**src/rtl/mips_pkg.sv**
```systemverilog
// Shared encodings for the multicycle MIPS control unit: opcodes, ALUOp and mux selects,
// FSM state encoding and the per-state control-word decode.
package mips_pkg;

    localparam logic [5:0] OP_RTYPE = 6'b000000;
    localparam logic [5:0] OP_LW    = 6'b100011;
    localparam logic [5:0] OP_SW    = 6'b101011;
    localparam logic [5:0] OP_BEQ   = 6'b000100;
    localparam logic [5:0] OP_BNE   = 6'b000101;
    localparam logic [5:0] OP_J     = 6'b000010;
    localparam logic [5:0] OP_ADDI  = 6'b001000;
    localparam logic [5:0] OP_ANDI  = 6'b001100;
    localparam logic [5:0] OP_ORI   = 6'b001101;

    localparam logic [2:0] ALU_ADD   = 3'b000;
    localparam logic [2:0] ALU_SUB   = 3'b001;
    localparam logic [2:0] ALU_FUNCT = 3'b010;
    localparam logic [2:0] ALU_AND   = 3'b011;
    localparam logic [2:0] ALU_OR    = 3'b100;

    localparam logic [1:0] SRCB_B      = 2'b00;
    localparam logic [1:0] SRCB_FOUR   = 2'b01;
    localparam logic [1:0] SRCB_IMM    = 2'b10;
    localparam logic [1:0] SRCB_IMM_SH = 2'b11;

    localparam logic [1:0] PCSRC_ALU    = 2'b00;
    localparam logic [1:0] PCSRC_ALUOUT = 2'b01;
    localparam logic [1:0] PCSRC_JUMP   = 2'b10;

    typedef enum logic [3:0] {
        ST_IDLE,
        ST_FETCH,
        ST_DECODE,
        ST_REXEC,
        ST_RWB,
        ST_MEMADR,
        ST_MEMRD,
        ST_MEMWB,
        ST_MEMWR,
        ST_BRANCH,
        ST_JUMP,
        ST_ADDIEX,
        ST_ANDIEX,
        ST_ORIEX,
        ST_IWB,
        ST_TRAP
    } state_e;

    typedef struct packed {
        logic       pc_write;
        logic       pc_write_cond;
        logic       iord;
        logic       mem_read;
        logic       mem_write;
        logic       mem_to_reg;
        logic       reg_dst;
        logic       reg_write;
        logic       alu_src_a;
        logic [1:0] alu_src_b;
        logic [2:0] alu_op;
        logic [1:0] pc_src;
    } ctrl_t;

    // Moore control word of a state; the fetch-time IR/PC strobes are handled in the top.
    function automatic ctrl_t state_ctrl(state_e s);
        ctrl_t c;
        c = '0;
        case (s)
            ST_FETCH: begin
                c.mem_read  = 1'b1;
                c.alu_src_b = SRCB_FOUR;
                c.alu_op    = ALU_ADD;
                c.pc_src    = PCSRC_ALU;
            end
            ST_DECODE: begin
                c.alu_src_b = SRCB_IMM_SH;
                c.alu_op    = ALU_ADD;
            end
            ST_REXEC: begin
                c.alu_src_a = 1'b1;
                c.alu_src_b = SRCB_B;
                c.alu_op    = ALU_FUNCT;
            end
            ST_RWB: begin
                c.reg_dst   = 1'b1;
                c.reg_write = 1'b1;
            end
            ST_MEMADR: begin
                c.alu_src_a = 1'b1;
                c.alu_src_b = SRCB_IMM;
                c.alu_op    = ALU_ADD;
            end
            ST_MEMRD: begin
                c.mem_read = 1'b1;
                c.iord     = 1'b1;
            end
            ST_MEMWB: begin
                c.mem_to_reg = 1'b1;
                c.reg_write  = 1'b1;
            end
            ST_MEMWR: begin
                c.mem_write = 1'b1;
                c.iord      = 1'b1;
            end
            ST_BRANCH: begin
                c.alu_src_a     = 1'b1;
                c.alu_src_b     = SRCB_B;
                c.alu_op        = ALU_SUB;
                c.pc_write_cond = 1'b1;
                c.pc_src        = PCSRC_ALUOUT;
            end
            ST_JUMP: begin
                c.pc_write = 1'b1;
                c.pc_src   = PCSRC_JUMP;
            end
            ST_ADDIEX, ST_ANDIEX, ST_ORIEX: begin
                c.alu_src_a = 1'b1;
                c.alu_src_b = SRCB_IMM;
                c.alu_op    = (s == ST_ANDIEX) ? ALU_AND :
                              (s == ST_ORIEX)  ? ALU_OR  : ALU_ADD;
            end
            ST_IWB: begin
                c.reg_write = 1'b1;
            end
            default: ;
        endcase
        return c;
    endfunction

endpackage

```
**src/rtl/mc_wait_timer.sv**
```systemverilog
// Memory-wait watchdog: counts consecutive cycles spent waiting for the memory handshake
// and flags expiry on the WAIT_MAX-th such cycle.
module mc_wait_timer #(
    parameter int WAIT_MAX = 15
) (
    input  logic clk_i,
    input  logic rst_n_i,
    input  logic en_i,
    input  logic ready_i,
    output logic expired_o
);

    localparam int CW = $clog2(WAIT_MAX + 1);

    logic [CW-1:0] cnt_q, cnt_d;
    logic          waiting;

    assign waiting   = en_i && !ready_i;
    assign expired_o = waiting && (cnt_q == CW'(WAIT_MAX - 1));

    always_comb begin
        cnt_d = '0;
        if (waiting && !expired_o) begin
            cnt_d = cnt_q + 1'b1;
        end
    end

    always_ff @(posedge clk_i or negedge rst_n_i) begin
        if (!rst_n_i) begin
            cnt_q <= '0;
        end else begin
            cnt_q <= cnt_d;
        end
    end

endmodule

```
**src/rtl/multicycle_control.sv**
```systemverilog
// Multicycle MIPS control FSM with memory handshake and wait watchdog.
// Define MC_ILLEGAL_OP_EN to trap undecoded opcodes and expose illegal_op_o.
module multicycle_control
    import mips_pkg::*;
#(
    parameter int OPCODE_W = 6,
    parameter int ALUOP_W  = 3,
    parameter int WAIT_MAX = 15
) (
    input  logic                clk_i,
    input  logic                rst_n_i,
    input  logic [OPCODE_W-1:0] op_code_i,
    input  logic                mem_ready_i,
    output logic                pc_write_o,
    output logic                pc_write_cond_o,
    output logic                branch_ne_o,
    output logic                iord_o,
    output logic                mem_read_o,
    output logic                mem_write_o,
    output logic                ir_write_o,
    output logic                mem_to_reg_o,
    output logic                reg_dst_o,
    output logic                reg_write_o,
    output logic                alu_src_a_o,
    output logic [1:0]          alu_src_b_o,
    output logic [ALUOP_W-1:0]  alu_op_o,
    output logic [1:0]          pc_src_o,
`ifdef MC_ILLEGAL_OP_EN
    output logic                illegal_op_o,
`endif
    output logic                mem_err_o
);

    state_e state_q, state_d;
    ctrl_t  ctrl_q, ctrl_d;
    logic   br_ne_q, br_ne_d;
    logic   mem_err_q, mem_err_d;
    logic   wait_en, wait_expired, fetch_strobe;

    assign wait_en = (state_q == ST_FETCH) || (state_q == ST_MEMRD) || (state_q == ST_MEMWR);

    mc_wait_timer #(.WAIT_MAX(WAIT_MAX)) u_wait_timer (
        .clk_i     (clk_i),
        .rst_n_i   (rst_n_i),
        .en_i      (wait_en),
        .ready_i   (mem_ready_i),
        .expired_o (wait_expired)
    );

    always_comb begin
        state_d   = state_q;
        mem_err_d = mem_err_q;
        case (state_q)
            ST_IDLE: begin
                if (!mem_err_q) state_d = ST_FETCH;
            end
            ST_FETCH: begin
                if (wait_expired) begin
                    state_d   = ST_IDLE;
                    mem_err_d = 1'b1;
                end else if (mem_ready_i) begin
                    state_d = ST_DECODE;
                end
            end
            ST_DECODE: begin
                if      (op_code_i == OPCODE_W'(OP_RTYPE)) state_d = ST_REXEC;
                else if (op_code_i == OPCODE_W'(OP_LW))    state_d = ST_MEMADR;
                else if (op_code_i == OPCODE_W'(OP_SW))    state_d = ST_MEMADR;
                else if (op_code_i == OPCODE_W'(OP_BEQ))   state_d = ST_BRANCH;
                else if (op_code_i == OPCODE_W'(OP_BNE))   state_d = ST_BRANCH;
                else if (op_code_i == OPCODE_W'(OP_J))     state_d = ST_JUMP;
                else if (op_code_i == OPCODE_W'(OP_ADDI))  state_d = ST_ADDIEX;
                else if (op_code_i == OPCODE_W'(OP_ANDI))  state_d = ST_ANDIEX;
                else if (op_code_i == OPCODE_W'(OP_ORI))   state_d = ST_ORIEX;
`ifdef MC_ILLEGAL_OP_EN
                else                                       state_d = ST_TRAP;
`else
                else                                       state_d = ST_FETCH;
`endif
            end
            ST_REXEC:  state_d = ST_RWB;
            ST_MEMADR: state_d = (op_code_i == OPCODE_W'(OP_LW)) ? ST_MEMRD : ST_MEMWR;
            ST_MEMRD: begin
                if (wait_expired) begin
                    state_d   = ST_IDLE;
                    mem_err_d = 1'b1;
                end else if (mem_ready_i) begin
                    state_d = ST_MEMWB;
                end
            end
            ST_MEMWR: begin
                if (wait_expired) begin
                    state_d   = ST_IDLE;
                    mem_err_d = 1'b1;
                end else if (mem_ready_i) begin
                    state_d = ST_FETCH;
                end
            end
            ST_ADDIEX, ST_ANDIEX, ST_ORIEX: state_d = ST_IWB;
            ST_RWB, ST_MEMWB, ST_BRANCH, ST_JUMP, ST_IWB: state_d = ST_FETCH;
            ST_TRAP:   state_d = ST_TRAP;
            default:   state_d = ST_IDLE;
        endcase
    end

    always_comb begin
        ctrl_d  = state_ctrl(state_d);
        br_ne_d = (state_d == ST_BRANCH) && op_code_i[0];
    end

    always_ff @(posedge clk_i or negedge rst_n_i) begin
        if (!rst_n_i) begin
            state_q   <= ST_IDLE;
            ctrl_q    <= '0;
            br_ne_q   <= 1'b0;
            mem_err_q <= 1'b0;
        end else begin
            state_q   <= state_d;
            ctrl_q    <= ctrl_d;
            br_ne_q   <= br_ne_d;
            mem_err_q <= mem_err_d;
        end
    end

    // IR and PC must latch the word memory presents in the handshake cycle itself,
    // so these two strobes qualify the registered FETCH state with mem_ready_i.
    assign fetch_strobe = (state_q == ST_FETCH) && mem_ready_i;

    assign pc_write_o      = ctrl_q.pc_write | fetch_strobe;
    assign ir_write_o      = fetch_strobe;
    assign pc_write_cond_o = ctrl_q.pc_write_cond;
    assign branch_ne_o     = br_ne_q;
    assign iord_o          = ctrl_q.iord;
    assign mem_read_o      = ctrl_q.mem_read;
    assign mem_write_o     = ctrl_q.mem_write;
    assign mem_to_reg_o    = ctrl_q.mem_to_reg;
    assign reg_dst_o       = ctrl_q.reg_dst;
    assign reg_write_o     = ctrl_q.reg_write;
    assign alu_src_a_o     = ctrl_q.alu_src_a;
    assign alu_src_b_o     = ctrl_q.alu_src_b;
    assign alu_op_o        = ALUOP_W'(ctrl_q.alu_op);
    assign pc_src_o        = ctrl_q.pc_src;
    assign mem_err_o       = mem_err_q;

`ifdef MC_ILLEGAL_OP_EN
    logic illegal_q;

    always_ff @(posedge clk_i or negedge rst_n_i) begin
        if (!rst_n_i) begin
            illegal_q <= 1'b0;
        end else begin
            illegal_q <= (state_d == ST_TRAP);
        end
    end

    assign illegal_op_o = illegal_q;
`endif

endmodule

```
**config.mk**
```make
export PLATFORM = sky130hd
export DESIGN_NAME = multicycle_control
export DESIGN_NICKNAME = d
export VERILOG_FILES = /design/src/rtl/mips_pkg.sv /design/src/rtl/mc_wait_timer.sv /design/src/rtl/multicycle_control.sv
export SDC_FILE = /design/constraint.sdc
export NUM_CORES = 1
export LEC_CHECK = 0
export CAP_MARGIN = 20
export CORE_ASPECT_RATIO = 0.6
export CORE_UTILIZATION = 45
export CTS_CLUSTER_DIAMETER = 50
export DETAILED_ROUTE_END_ITERATION = 8
export MAX_ROUTING_LAYER = met4
export PLACE_DENSITY = 0.74
export SLEW_MARGIN = 10
export SYNTH_ARGS = -nofsm -noshare
export SYNTH_HDL_FRONTEND = slang
export SYNTH_SLANG_ARGS = --single-unit
```
**constraint.sdc**
```tcl
create_clock -name clk_i -period 2 [get_ports clk_i]
set_input_delay 0.5 -clock clk_i [delete_from_list [all_inputs] [get_ports clk_i]]
set_output_delay 0.5 -clock clk_i [all_outputs]
set_load 0.02 [all_outputs]
```
**Yosys cells after proc, flatten, opt, wreduce, memory -nomap -nowiden**

Cells that the tools add are included.

- Register bits: 26
- Bits in latches: 0
- RAM bits: 0
- ROM bits: 0
- Input port bits: 9
- Word-level logic and storage cells: 108
- Memories: 0

- Add/subtract/negate cells: 1
- Multipliers: 0
- Divide/modulo/power cells: 0
- Magnitude comparators: 0
- Eq/ne operators: 38
- Shift-type cells: 0
- Multiplexer cells: 32
- Bitwise gates (word level): 1
- Reduce and logical (&&, ||, !) cells: 20

Operators by type and width:

| operator | number |
|---|---|
| $mux 4 | 18 |
| $eq 4x4->1 const B | 16 |
| $pmux 4 s10 | 1 |
| $eq 4x3->1 const B | 8 |
| $pmux 5 s6 | 1 |
| $eq 6x4->1 const B | 3 |
| $eq 4x2->1 const B | 4 |
| $eq 6x3->1 const B | 2 |
| $eq 6x6->1 const B | 2 |
| $reduce_or 3->1 | 4 |
| $mux 1 | 9 |
| $eq 4x1->1 const B | 2 |
| $eq 6x2->1 const B | 1 |
| $logic_not 6->1 | 1 |
| $mux 3 | 2 |
| $reduce_or 6->1 | 1 |
| $logic_and 1x1->1 | 5 |
| $reduce_or 5->1 | 1 |
| $add 4x1->4 const B | 1 |
| $logic_not 4->1 | 1 |
| $pmux 2 s2 | 1 |
| $reduce_or 2->1 | 2 |
| $logic_not 1->1 | 2 |
| $logic_or 1x1->1 | 2 |
| other kinds (2) | 2 |

**Longest topological paths before layout**

Gate-level depths: netlist of the first run.

- Word-level depth: 15
- Gate-level depth with buffers: 9
- Gate-level depth less buffers: 8

**Modules after synthesis**

A second synthesis of the first run with hierarchy kept.

- Cell total of the unflattened synthesis: 144
- Area total of the unflattened synthesis: 1457.6 µm²

By module, submodules not included:

| module | instances | cells an instance | area an instance (µm²) | sequential area each (µm²) |
|---|---|---|---|---|
| multicycle_control | 1 | 127 | 1271.2 | 550.5 |
| mc_wait_timer | 1 | 17 | 186.4 | 100.1 |

**Worst setup path after synthesis of the first run**

No wires, ideal clock.

- Path kind: reg-to-output
- Start: reg state_q[1]
- End: out pc_write_o
- Data arrival time: 1.505 ns
- Required time: 1.500 ns
- Path slack: -0.005 ns
- Cell stages (with the launch flop): 5
- Buffers on the path: 0
- Path through: dfrtp_1 -> nor2b_1 -> nand2_1 -> nor3_1 -> or2_2

- Longest elaborated chain between the ends: 3

Ends and longest elaborated chain:

| what | line | RTL |
|---|---|---|
| start, declared | multicycle_control.sv:34 | `state_e state_q, state_d;` |
| start signal, assigned | multicycle_control.sv:118 | `state_q <= state_d;` |
| $eq 4x1->1 | multicycle_control.sv:127 | `assign fetch_strobe = (state_q == ST_FETCH) && mem_ready_i;` |
| $logic_and 1x1->1 | multicycle_control.sv:127 |  |
| net ir_write_o | multicycle_control.sv:20 | `output logic ir_write_o,` |
| $or 1x1->1 | multicycle_control.sv:129 | `assign pc_write_o = ctrl_q.pc_write \| fetch_strobe;` |
| end, declared | multicycle_control.sv:14 | `output logic pc_write_o,` |

The timed path passes the listed nets, and every way through them passes these cells.

==> results.ini, run 1 <==
[worst_setup_path]
end_kind=flip-flop
startpoint_type=flip-flop
critPathRequiredTime_ps=2170
crit_top_cell=or2_1
worstSetupStartpoint=state_q[0]$_DFF_PN0_
crit_type=flip-flop to flip-flop
crit_fanout=12
r2r-start=state_q[0]$_DFF_PN0_
worst_path_max_delay_cell=dfrtp_1
cp_slowest_stage_delay_ps=390
arrival_ps=2130
critical_path.cell_chain=buf_4 > or2_1 > a31oi_2 > o32ai_2 > nor2_2 > buf_6 > nor4_4 > or2_1

[logic_synthesis]
synth_top_area_frac=0.4549
yosysMostFrequentCell=dfrtp_1
synth_top_family_by_area=simple AND/OR/NAND/NOR gates
avgSynthCellArea_sq_um=9.795
synth.net_count=157
ys_warn_count=0
synthArstFlopShare=1.000
synth-seq-cells=26
synth_top_cells_by_count=dfrtp_1, nor2_1, buf_4, nand2b_1, nand2_1
synth_xor_area_frac=0.01225
synthTopCellsByArea=dfrtp_1, buf_4, nor2_1
synth_flop_cell=dfrtp_1
syn_inst=146
synth_compound_area_frac=0.1347
yosysTopAreaCell=dfrtp_1
netlist_area_sq_um=1430
synth_fa_ha_area_frac=0.01750
synthMuxAreaShare=0
yosysSeqAreaShare=0.4549
ys_types=45
synth-simple-area-share=0.2966
synth_edf_count=0

[grt]
grt.met2_usage=0.3730
grt-ovfl-total=0
grt_pass1_vias=1205
met3_usage=0.05310
grtUsageTotal=0.2370
grt_max_degree=27
grt_pass1_wl_um=5671
antenna_found_initial=0
met1_usage=0.3094
busiest_layer=met2

[hold_path]
hold_path_class=flip-flop to flip-flop
worstHoldStart=u_wait_timer.cnt_q[0]$_DFF_PN0_

[final_layout]
finalNonFillerCells=240
nets=210
num_antenna_cells=0
syn_to_final_growth_pct=51.53
finalInstanceArea_sq_um=2167
fin_util=0.7355
drive_gt1_frac=0.3788
n_fill_cell=208

[timing]
fin_skew_ps=8.400
report.final.slew_viol_count=0
setup_viol=0
fin_setup_tns_ps=0
fin_crit_ps=1961
slew-limit-headroom=0.6168
timing.hold.ws_ps=479.7
hold_viol=0
fmax_ghz=0.5099
rsz0062_at_grt=yes
worst-slew-pin-transition_ps=570.4
finalCritPeriodShare=0.9807

[floorplanning]
core_area_sq_um=2947
initial_utilization=0.4854
core.rowCount=15
die_area_sq_um=3415
num_io_pins=28
die_w_um=74.78
chipHeight_um=45.67

[pwr]
power_density_nw_per_um2=1600
vdd_ir_drop_max_mv=0.5692
p_leak_uw=0.001003

[clock_tree]
clk_pin_slew_ps=100
cts_max_level=1
clkLatencyLatePin_ps=280
cts.sinks=26
tritoncts=built
tritoncts.num_buffers=3
cts_root_buf=clkbuf_8
clk_path_buf_depth=2

[route]
wl_um=3825
drt_iter0_drc=132
drc=0
firstDrtPassIters=4
vias=1305
routed_via_density=5.438
drtAntennaViolNets=0
wire_per_inst_um=15.94

[place]
numPortBuffers=27
place.gp.congestion=0.9138
hpwlAfterDp_um=2404
place_inst=224
placed_area_sq_um=1854

[flow_run]
max_cap_violations=0

[status]
run_status=finished clean

==> what timing repair did <==
item	CTS	global route
hold buffers	0	0
gates resized for setup	20	33
pin swaps	5	8
setup endpoints to repair	15	15
buffers inserted	1	11
==> logic make-up after synthesis <==
family,count (synthesis)
DFF,26
and+or+nand+nor,70
xor gates and xnor gates,2
adders and majority gates,2
buffers and inverters,20
AOI/OAI and AO/OA,26
==> cell usage in the layout, fill, tap and decap left out, types with 2 or more instances in the layout <==
master and n:
a211o_1 2, nor3_2 4, nand2b_1 7, o21ai_0 2, nor3b_1 2, nand3_1 3
nand3b_1 2, nand2b_4 2, nor3_1 2, or2_1 3, o21bai_1 3, clkdlybuf4s50_1 18
clkbuf_8 3, a31oi_1 3, inv_1 6, nor3b_2 4, o32ai_2 2, buf_4 30
buf_12 2, a21oi_1 4, ha_1 2, nor2_1 15, buf_6 3, dlymetal6s2s_1 3
clkbuf_2 4, dfrtp_1 26, nand2_1 6, nor2b_1 2, o21ai_1 2
==> path summary, 6_finish.rpt <==
path                                                    to  slack, ps  cells past startpoint
setup / recovery                  alu_src_b_o[0]$_DFF_PN0_         40                      8
hold / removal             u_wait_timer.cnt_q[0]$_DFF_PN0_        480                      1
setup reg to reg                  alu_src_b_o[0]$_DFF_PN0_         40                      8
hold reg to reg            u_wait_timer.cnt_q[0]$_DFF_PN0_        480                      1
max in group asynchronous            mem_err_o$_DFFE_PN0P_       1150                      2
min in group asynchronous           mem_to_reg_o$_DFF_PN0_        580                      2
==> critical path: cells and delay by family, from the launching register on <==
family | cells | cell delay, ps
buffers and inverters | 2 | 330
AO/OA/AOI/OAI | 2 | 400
flip-flops | 1 | 390
AND/OR/NAND/NOR | 4 | 750
==> area by class of cell <==
class                      instances  area, sq um  area share
multi-input combinational        100        820.8      0.3788
clock buffer                       3        41.29     0.01905
sequential                        26        650.6      0.3002
clock inverter                     1        30.03     0.01386
timing repair buffer              61        545.5      0.2517
inverter                           7        26.28     0.01212
tap                               42        52.55     0.02425
==> state kept, by name (all words and copies together), names as in the netlist, 2 cells and up <==
signal,flops
state_q,4
u_wait_timer.cnt_q,4
alu_op_o,3
alu_src_b_o,2
pc_src_o,2
==> power breakdown <==
group          leakage (uW)  internal (uW)  total, uW  switching (uW)
clock             0.0000357            268        439             171
combinational      0.000617           1110       2280            1170
sequential         0.000350            679        751            71.6
==> stage by stage <==
step                setup slack, ps  power, uW
CTS                           3.181       3072
finish                        38.68       3467
global placement             -590.9       2464
global route                 -47.74       3644
floorplan                     202.9       1863
detailed placement           -637.0       2504
==> per-layer routing <==
metal | vias to the layer above | share of wire | routed length, um
met5 | - | 0 | 0
met4 | 0 | 0.022 | 83
met3 | 10 | 0.065 | 250
met2 | 69 | 0.46 | 1757
met1 | 613 | 0.45 | 1734
li1 | 613 | - | -
Power figures use the tool's default switching activity.
==> run 2: changes to the inputs <==
--- a/config.mk
+++ b/config.mk
@@ -5,13 +5,16 @@
 export SDC_FILE = /design/constraint.sdc
 export NUM_CORES = 1
 export LEC_CHECK = 0
+export ABC_AREA = 1
 export CAP_MARGIN = 20
 export CORE_ASPECT_RATIO = 0.6
+export CORE_MARGIN = 10
 export CORE_UTILIZATION = 45
 export CTS_CLUSTER_DIAMETER = 50
 export DETAILED_ROUTE_END_ITERATION = 8
+export GPL_TIMING_DRIVEN = 0
 export MAX_ROUTING_LAYER = met4
-export PLACE_DENSITY = 0.74
+export PLACE_DENSITY = 0.73
 export SLEW_MARGIN = 10
 export SYNTH_ARGS = -nofsm -noshare
 export SYNTH_HDL_FRONTEND = slang
==> run 2 against run 1 <==
First-iteration DRC count is 47% lower. Sequential power is 30% lower. Register-to-register slack better by 60 ps. Largest cell class unchanged. Clock skew is 5.1 ps higher. Highest routed layer unchanged. Synthesized cell count is 29% higher. Global-route usage is 11 points lower. Cell area is 2.8% lower. Count of clock-buffer cells in the layout stayed put. Sequential cell count stayed put. Core utilization is 9.0 points lower. Combinational power is 98% lower. Critical path depth stayed put.
==> results.ini, run 2 <==
[route]
wl_um=3633
drtAntennaViolNets=0
vias=1343
routed_via_density=4.938
drt_iter0_drc=70
firstDrtPassIters=4
wire_per_inst_um=13.36
drc=0

[clock_tree]
clk_path_buf_depth=2
cts.sinks=26
clkLatencyLatePin_ps=290
tritoncts=built
clk_pin_slew_ps=90
tritoncts.num_buffers=3
cts_max_level=1
cts_root_buf=clkbuf_8

[final_layout]
drive_gt1_frac=0.3128
layout_common_cells=nand2_1, dfrtp_1, nand3_1, nor2_1, clkdlybuf4s50_1
finalNonFillerCells=272
final_common_cell=nand2_1
finalInstanceArea_sq_um=2107
num_antenna_cells=0
nets=239
fin_util=0.6457
syn_to_final_growth_pct=38.15

[logic_synthesis]
synth_xor_area_frac=0.01148
synthArstFlopShare=1.000
synth.net_count=200
synth-seq-cells=26
avgSynthCellArea_sq_um=8.070
synthTopCellsByArea=dfrtp_1, nand2_1, nand3_1
synth_top_family_by_area=simple AND/OR/NAND/NOR gates
yosysTopAreaCell=dfrtp_1
synth_compound_area_frac=0.05660
ys_warn_count=0
synth_top_cells_by_count=nand2_1, dfrtp_1, nor2_1, nand3_1, inv_1
netlist_area_sq_um=1525
yosysMostFrequentCell=nand2_1
synth-simple-area-share=0.3716
synthMuxAreaShare=0
synth_top_area_frac=0.4266
ys_types=33
synth_fa_ha_area_frac=0.01641
synth_edf_count=0
yosysSeqAreaShare=0.4266
syn_inst=189
synth_flop_cell=dfrtp_1

[grt]
grt-ovfl-total=0
grt.met2_usage=0.1610
busiest_layer=met1
grtUsageTotal=0.1252
grt_pass1_wl_um=5920
antenna_found_initial=0
met3_usage=0.03288
grt_pass1_vias=1248
grt_max_degree=19
met1_usage=0.1764

[floorplanning]
core.rowCount=16
initial_utilization=0.4674
chipHeight_um=65.10
die_area_sq_um=6194
die_w_um=95.16
core_area_sq_um=3263
num_io_pins=28

[timing]
timing.hold.ws_ps=503.8
worst-slew-pin-transition_ps=554.9
finalCritPeriodShare=0.9656
report.final.slew_viol_count=0
fmax_ghz=0.5178
fin_skew_ps=13.50
rsz0062_at_grt=no
hold_viol=0
setup_viol=0
fin_crit_ps=1931
slew-limit-headroom=0.6289

[worst_setup_path]
r2r-start=state_q[1]$_DFF_PN0_
r2r_cells=13
arrival_ps=1430
reg2reg_slack_ps=100
critPathRequiredTime_ps=1500
crit_fanout=9
end_kind=output port
r2r_end=alu_src_b_o[1]$_DFF_PN0_
startpoint_type=flip-flop
crit_type=flip-flop to output port

[hold_path]
holdPathStages=1
worstHoldStart=u_wait_timer.cnt_q[0]$_DFF_PN0_
hold_path_class=flip-flop to flip-flop
min_to=u_wait_timer.cnt_q[0]$_DFF_PN0_

[pwr]
p_seq_frac=0.516
power_density_nw_per_um2=483.4
p_leak_uw=0.001077
p_clk_frac=0.432
netSwitchingPower_uw=202.6
p_sw_frac=0.1989
vdd_ir_drop_max_mv=0.2980
pwr-share-comb=0.052
intPower_uw=815.9

[place]
placed_area_sq_um=1879
hpwlAfterDp_um=2753
place.gp.congestion=0.9090
place_inst=262
numPortBuffers=27

[flow_run]
max_cap_violations=0

[status]
run_status=finished clean

run 2: cells by family (layout without fill, tap and decap cells):
family	count (synthesis)	count (layout)
buffers and inverters	34	72
adders and majority gates	2	2
AOI/OAI and AO/OA	15	15
and+or+nand+nor	110	110
xor gates and xnor gates	2	2
DFF	26	26
run 2: layout make-up:
cell class / instances / area, sq um
plain buffers: 8 / 63.81
clock inverters: 1 / 30.03
clock buffers: 3 / 41.29
inverters: 25 / 103.9
fillers: 280 / 1156
flip-flops and latches: 26 / 654.4
well taps: 45 / 56.30
repair buffers: 35 / 364.1
multi-input cells: 129 / 793.3
run 2: layer usage:
layer	wire length [um]	up-vias	share of wire
met2	1464	45	0.40
met3	277	7	0.076
met4	78	0	0.021
met1	1814	610	0.50
li1	-	681	-
met5	0	-	0
run 2: power by group through the flow:
stage	clock network, uW	logic (uW)	registers, uW
floorplan	0	13.4	536
global placement	0	45.7	536
detailed placement	0	53.2	536
CTS	448	53.6	525
global route	474	61.0	525
finish	440	53.4	525
run 2: worst max path at each step:
stage                         start  cells after the start                  endpoint
6_report       state_q[1]$_DFF_PN0_                      8                pc_write_o
5_1_grt        state_q[1]$_DFF_PN0_                     13  alu_src_b_o[1]$_DFF_PN0_
4_1_cts        state_q[0]$_DFF_PN0_                      9                pc_write_o
3_5_place_dp            mem_ready_i                      5                pc_write_o
3_3_place_gp            mem_ready_i                      5                pc_write_o
2_1_floorplan  state_q[0]$_DFF_PN0_                      8                pc_write_o
run 2: worst max-delay path, cell delays in order, from the launching register on:
cell	delay (ps)
dfrtp_1	350
buf_6	150
nor2_4	50
nand2_2	80
inv_2	50
nand2_4	60
inv_2	40
or2_4	220
buf_6	130
run 2: through the flow:
stage	power [uW]	setup slack, ps	setup TNS (ps)
finish	1018	68.80	0
global route	1060	10.42	0
CTS	1026	-9.888	-9.888
detailed placement	588.8	-550.5	-3296
global placement	581.4	-559.0	-3018
floorplan	549.2	185.5	0
run 2: what timing repair did:
action | 4_1_cts | 5_1_grt
resized for setup | 18 | 31
pin swaps | 0 | 7
endpoints found under the setup margin | 2 | 12
setup buffers | 5 | 2
hold buffers | 0 | 0
